==> src/rtl/imm_ext_pkg.sv <==
// imm_ext_pkg: shared definitions for the immediate-extension stage.
//   op_type_e      - 3-bit instruction format selector (OP_I .. OP_SH)
//   XLEN_DEFAULT   - default datapath width
//   is_branch_fmt  - true for formats whose immediate is a pc-relative offset
package imm_ext_pkg;

  localparam int XLEN_DEFAULT = 32;

  typedef enum logic [2:0] {
    OP_I  = 3'd0,
    OP_Z  = 3'd1,
    OP_S  = 3'd2,
    OP_B  = 3'd3,
    OP_U  = 3'd4,
    OP_J  = 3'd5,
    OP_R  = 3'd6,
    OP_SH = 3'd7
  } op_type_e;

  function automatic logic is_branch_fmt(op_type_e op);
    return (op == OP_B) || (op == OP_J);
  endfunction

endpackage

==> src/rtl/imm_ext_comb.sv <==
// imm_ext_comb: purely combinational immediate extender.
//   inst     in   32    raw instruction word
//   op_type  in   3     format selector (imm_ext_pkg::op_type_e)
//   imm      out  XLEN  extended immediate
// Parameter XLEN selects 32- or 64-bit results.
module imm_ext_comb
  import imm_ext_pkg::*;
#(
  parameter int XLEN = XLEN_DEFAULT
) (
  input  logic [31:0]     inst,
  input  logic [2:0]      op_type,
  output logic [XLEN-1:0] imm
);

  // The opcode field never contributes to any immediate.
  logic unused_opcode;
  assign unused_opcode = ^inst[6:0];

  // Size casts of $signed operands sign-extend to XLEN; unsigned operands
  // zero-extend.
  always_comb begin
    imm = '0;
    case (op_type_e'(op_type))
      OP_I:  imm = XLEN'($signed(inst[31:20]));
      OP_S:  imm = XLEN'($signed({inst[31:25], inst[11:7]}));
      OP_B:  imm = XLEN'($signed({inst[31], inst[7], inst[30:25], inst[11:8], 1'b0}));
      OP_U:  imm = XLEN'($signed({inst[31:12], 12'b0}));
      OP_J:  imm = XLEN'($signed({inst[31], inst[19:12], inst[20], inst[30:21], 1'b0}));
      OP_Z:  imm = XLEN'(inst[19:15]);
      // RV64 shift amounts are 6 bits wide, RV32 only 5.
      OP_SH: imm = (XLEN == 64) ? XLEN'(inst[25:20]) : XLEN'(inst[24:20]);
      default: imm = '0;
    endcase
  end

endmodule

==> src/rtl/imm_ext_stage.sv <==
// imm_ext_stage: one elastic pipeline stage that extends the immediate of a
// 32-bit instruction and carries a sideband tag, with a 2-entry
// (output register + skid register) buffer and synchronous flush.
//   clk, rst          clock, asynchronous active-high reset
//   in_valid/in_ready upstream handshake (in_ready = !skid_valid, registered)
//   in_inst, in_op_type, in_pc, in_tag   incoming instruction data
//   flush             drop held entries and any input accepted this cycle
//   out_valid/out_ready downstream handshake
//   out_imm, out_target, out_tag        registered entry
// Optional build macro IMM_EXT_BTARGET_EN: when defined, out_target holds
// pc + imm for B/J formats (0 otherwise); when undefined out_target is 0 and
// in_pc is ignored.
module imm_ext_stage
  import imm_ext_pkg::*;
#(
  parameter int XLEN  = XLEN_DEFAULT,
  parameter int TAG_W = 8
) (
  input  logic             clk,
  input  logic             rst,
  input  logic             in_valid,
  output logic             in_ready,
  input  logic [31:0]      in_inst,
  input  logic [2:0]       in_op_type,
  input  logic [XLEN-1:0]  in_pc,
  input  logic [TAG_W-1:0] in_tag,
  input  logic             flush,
  output logic             out_valid,
  input  logic             out_ready,
  output logic [XLEN-1:0]  out_imm,
  output logic [XLEN-1:0]  out_target,
  output logic [TAG_W-1:0] out_tag
);

  typedef struct packed {
    logic [XLEN-1:0]  imm;
    logic [XLEN-1:0]  target;
    logic [TAG_W-1:0] tag;
  } entry_t;

  logic [XLEN-1:0] in_imm;
  entry_t          in_entry;
  entry_t          out_d, out_q, skid_d, skid_q;
  logic            out_valid_d, out_valid_q;
  logic            skid_valid_d, skid_valid_q;
  logic            accept, out_free;

  // Extension happens before storage so both buffer slots hold final values.
  imm_ext_comb #(.XLEN(XLEN)) u_ext (
    .inst    (in_inst),
    .op_type (in_op_type),
    .imm     (in_imm)
  );

  always_comb begin
    in_entry.imm = in_imm;
    in_entry.tag = in_tag;
`ifdef IMM_EXT_BTARGET_EN
    in_entry.target = is_branch_fmt(op_type_e'(in_op_type)) ? (in_pc + in_imm) : '0;
`else
    in_entry.target = '0;
`endif
  end

`ifndef IMM_EXT_BTARGET_EN
  logic unused_pc;
  assign unused_pc = ^in_pc;
`endif

  assign in_ready = ~skid_valid_q;
  assign accept   = in_valid & ~skid_valid_q;
  assign out_free = ~out_valid_q | out_ready;

  always_comb begin
    out_valid_d  = out_valid_q;
    skid_valid_d = skid_valid_q;
    out_d        = out_q;
    skid_d       = skid_q;
    if (flush) begin
      out_valid_d  = 1'b0;
      skid_valid_d = 1'b0;
    end else if (out_free) begin
      // Skid holds the older entry, so it always drains first; while it is
      // full in_ready is low and no new entry can arrive.
      if (skid_valid_q) begin
        out_d        = skid_q;
        out_valid_d  = 1'b1;
        skid_valid_d = 1'b0;
      end else if (accept) begin
        out_d       = in_entry;
        out_valid_d = 1'b1;
      end else begin
        out_valid_d = 1'b0;
      end
    end else if (accept) begin
      // Output is stalled: park the new entry in the skid slot.
      skid_d       = in_entry;
      skid_valid_d = 1'b1;
    end
  end

  always_ff @(posedge clk or posedge rst) begin
    if (rst) begin
      out_valid_q  <= 1'b0;
      skid_valid_q <= 1'b0;
      out_q        <= '0;
      skid_q       <= '0;
    end else begin
      out_valid_q  <= out_valid_d;
      skid_valid_q <= skid_valid_d;
      out_q        <= out_d;
      skid_q       <= skid_d;
    end
  end

  assign out_valid  = out_valid_q;
  assign out_imm    = out_q.imm;
  assign out_target = out_q.target;
  assign out_tag    = out_q.tag;

endmodule

==> config.mk <==
export PLATFORM = sky130hd
export DESIGN_NAME = imm_ext_stage
export DESIGN_NICKNAME = d
export VERILOG_FILES = /design/src/rtl/imm_ext_pkg.sv /design/src/rtl/imm_ext_comb.sv /design/src/rtl/imm_ext_stage.sv
export SDC_FILE = /design/constraint.sdc
export NUM_CORES = 1
export LEC_CHECK = 0
export CORE_UTILIZATION = 49
export DETAILED_ROUTE_END_ITERATION = 16
export PLACE_DENSITY = 0.86
export SETUP_SLACK_MARGIN = 0.3
export SLEW_MARGIN = 20
export SYNTH_ARGS = -nofsm -noshare
export SYNTH_HDL_FRONTEND = slang
export SYNTH_HIERARCHICAL = 1
export SYNTH_SLANG_ARGS = --single-unit
==> constraint.sdc <==
create_clock -name clk -period 5.6 [get_ports clk]
set_input_delay 0.84 -clock clk [delete_from_list [all_inputs] [get_ports clk]]
set_output_delay 0.84 -clock clk [all_outputs]
set_load 0.01 [all_outputs]
==> impl_results.md <==
* Deepest clock path buffer count at 2
* Slew Limit Fails at 0
* Clock skew at 0.007511 ns
* First-pass GRT wire length at 15060 µm
* Post-DP HPWL at 6113 µm
* Yosys reg bits at 82
* # resized after CTS at 0
* TNS Setup at 0 ns
* Outcome: finished, final reports clean
* Layout cells sized above 1 at 34.91%
* Area of the core at 8721 µm²
* Total track usage at 20.41%
* Critical register-to-register path startpoint: skid_valid_q$_DFFE_PP0P_
* Pin count of the biggest net entering global routing at 61
* PortBufs at 82
* Clock transition at the registers of the reported paths at 0.08 ns
* CTS tree: done
* Pre-antenna DRT Iters at 5
* Maximum vdd drop at 0.0001783 V
* Mapped cell area at 4427 µm²
* H-tree depth at 3
* Number of fill cells in the layout at 701
* Setup Slack @ Placement at 2.041 ns
* Cells after Synth at 347
* Hold Path Class: register to register
* Root Driver: clkbuf_8
* Chip Width at 97.05 µm
* Tcrit/Tclk final at 58.97%
* Max Fclk at 302.8 MHz
* Minimum clock period after layout at 3.302 ns
* Min-delay src: out_imm[25]$_DFFE_PP0P_
* Leak at 2.381 nW
* Flop pwr share at 46.7%
* Synth top area share at 46.35%
* Max-cap viol count at 0
* Final Net Count at 499
* # clock sinks at 82
* Sw power at 0.0004329 W
* Post-synth EDFFs at 0
* Post-CTS Setup Inserts at 0
* Setup CP Type: input pin to register
* Grt ovf at 0
* Most common cell in the netlist: mux2_2
* Syn Area/Cell at 12.76 µm²
* Combinational Power Share at 24.4%
* RSZ-0062 raised after global routing: false
* Area leader, netlist: dfrtp_1
* Critical path peak fanout at 19
* Final setup vio count at 0
* Post-synth cell types at 34
* Clock share of power at 28.9%
* Cts bufs inserted at 9
* Vias/cell at 5.271
* Standard-cell row count at 34
* CP required at 5.84 ns
* Area Growth Syn to Fin at 20.63%
* Ant. Diodes at 0
* DRT Wirelength at 8941 µm
* Initial core utilization at 50.76%
* Crit path arrival time at 3.54 ns
* Routed Antenna Nets at 0
* P_int at 0.001230 W
* Hold_buf cts at 0
* DR vias at 2804
* Critical path launch point type: input pin
* Setup slack after layout at 2.298 ns
* Synth area leaders: dfrtp_1 (46%), mux2_2 (28%), buf_4 (5.4%), mux2_4 (3.4%), buf_6 (3.1%)
* Worst Setup SP: in_op_type[0]
* I/O pin count at 154
* Switch share at 26.03%
* Die area at 9419 µm²
* Worst-Skew Late Latency at 0.35 ns
* Headroom to the max-slew limit at 32.25%
* DR iter-0 viols at 201
* Footprint of the multi-input gates at 2041 µm²
* Main synth FF type: dfrtp_1
* Share of async-settable or async-resettable flops after synthesis at 100.0%
* Die Y at 97.05 µm
* # DRC at 0
* Total of warnings raised by yosys at 6
* Worst-Margin Slew at 1.016 ns
* FF+latch area at 2053 µm²
* Antenna violations before repair at 0
* Drt wl/cell at 16.81 µm
* Register area share after synthesis at 46.35%
* Synth top cells by count: mux2_2 (111), dfrtp_1 (82), buf_4 (32)
* Pwr Density at 311.4 nW/µm²
* Gp weighted congestion at 0.7391
* Final count of hold timing violations at 0
* Crit end category: register
* Vias in the first global route at 2940
per-stage QoR:
stage | instances | utilization [%] | power (W) | hold slack, ns | instance area (µm²)
floorplan | 378 | - | 0.001025 | 0.4749 | 4543
global placement | 515 | 58.31 | 0.001170 | 0.4739 | 5085
detailed placement | 516 | 58.62 | 0.001193 | 0.4857 | 5112
CTS | 532 | 61.22 | 0.001678 | 0.5047 | 5339
global route | 532 | 61.23 | 0.001751 | 0.5255 | 5340
finish | 532 | 61.23 | 0.001663 | 0.4980 | 5340
logic make-up (layout without fill, tap and decap cells):
| group | count (synthesis) | after routing | synth area share [%] |
|---|---|---|---|
| compound gates | 32 | 32 | 3.788 |
| xor+xnor | 1 | 1 | 0.1979 |
| buf+inv | 59 | 105 | 10.17 |
| flops | 82 | 82 | 46.35 |
| mux | 128 | 128 | 33.30 |
| other cells | 1 | 32 | 0.08471 |
| simple gates | 44 | 44 | 6.105 |
flip-flops by register name (all words and copies together) (netlist names):
register	flops
out_imm	32
out_valid	1
skid_q	40
out_tag	8
skid_valid_q	1
layout make-up:
type	instances	share of cell area [%]
clock buffer	11	2.648
clock inverter	5	1.593
inverter	3	0.2577
multi-input combinational	237	38.21
sequential	82	38.45
tap	108	2.530
timing repair buffer	86	16.31
routing by layer:
| layer | vias to the layer above | wire (µm) | track usage, % | part of all wire [%] |
|---|---|---|---|---|
| li1 | 1297 | - | - | - |
| met1 | 1403 | 3930 | 26.23 | 44 |
| met2 | 94 | 4486 | 33.75 | 50 |
| met4 | 0 | 87 | 5.626 | 0.97 |
| met3 | 10 | 438 | 5.827 | 4.9 |
| met5 | - | 0 | 0 | 0 |
power by group through the flow:
stage	Combinational (W)	Sequential, W	Clock [W]
final	0.000406	0.000776	0.000481
after global routing	0.000440	0.000790	0.000521
after CTS	0.000411	0.000776	0.000491
after detailed placement	0.000407	0.000786	0
after global placement	0.000393	0.000777	0
after floorplan	0.000230	0.000795	0
layout by cell type, fill, tap and decap left out, types with 2 or more instances in the layout:
master           netlist  final
mux2_2               111    111
clkdlybuf4s50_1        0     82
dfrtp_1               82     81
conb_1                 1     32
nand2_1               18     18
o21ai_0               16     16
a21oi_1               13     13
mux2_4                10     10
clkbuf_8               0     10
and2_1                 8      8
mux2i_1                4      4
nand3_1                4      4
mux2_1                 3      3
buf_4                 32      3
inv_1                  3      2
bufinv_16              0      2
nor2b_1                2      2
and3_1                 2      2
final timing paths:
path | endpoint | slack (ns) | depth (start not counted)
hold / removal | out_imm[25]$_DFFE_PP0P_ | 0.50 | 1
hold reg to reg | out_imm[25]$_DFFE_PP0P_ | 0.50 | 1
setup reg to reg | out_imm[18]$_DFFE_PP0P_ | 2.87 | 4
setup / recovery | out_imm[21]$_DFFE_PP0P_ | 2.30 | 6
min in group asynchronous | skid_q[52]$_DFFE_PP0P_ | 0.97 | 2
max in group asynchronous | out_imm[1]$_DFFE_PP0P_ | 3.83 | 3
worst max-delay path: stages:
cell and delay [ns]:
clkdlybuf4s50_1 0.89, nor2b_4 0.29, or3b_1 0.56, o21ai_0 0.35, mux2_2 0.35, mux2_2 0.26
(Power assumes the default switching activity.)
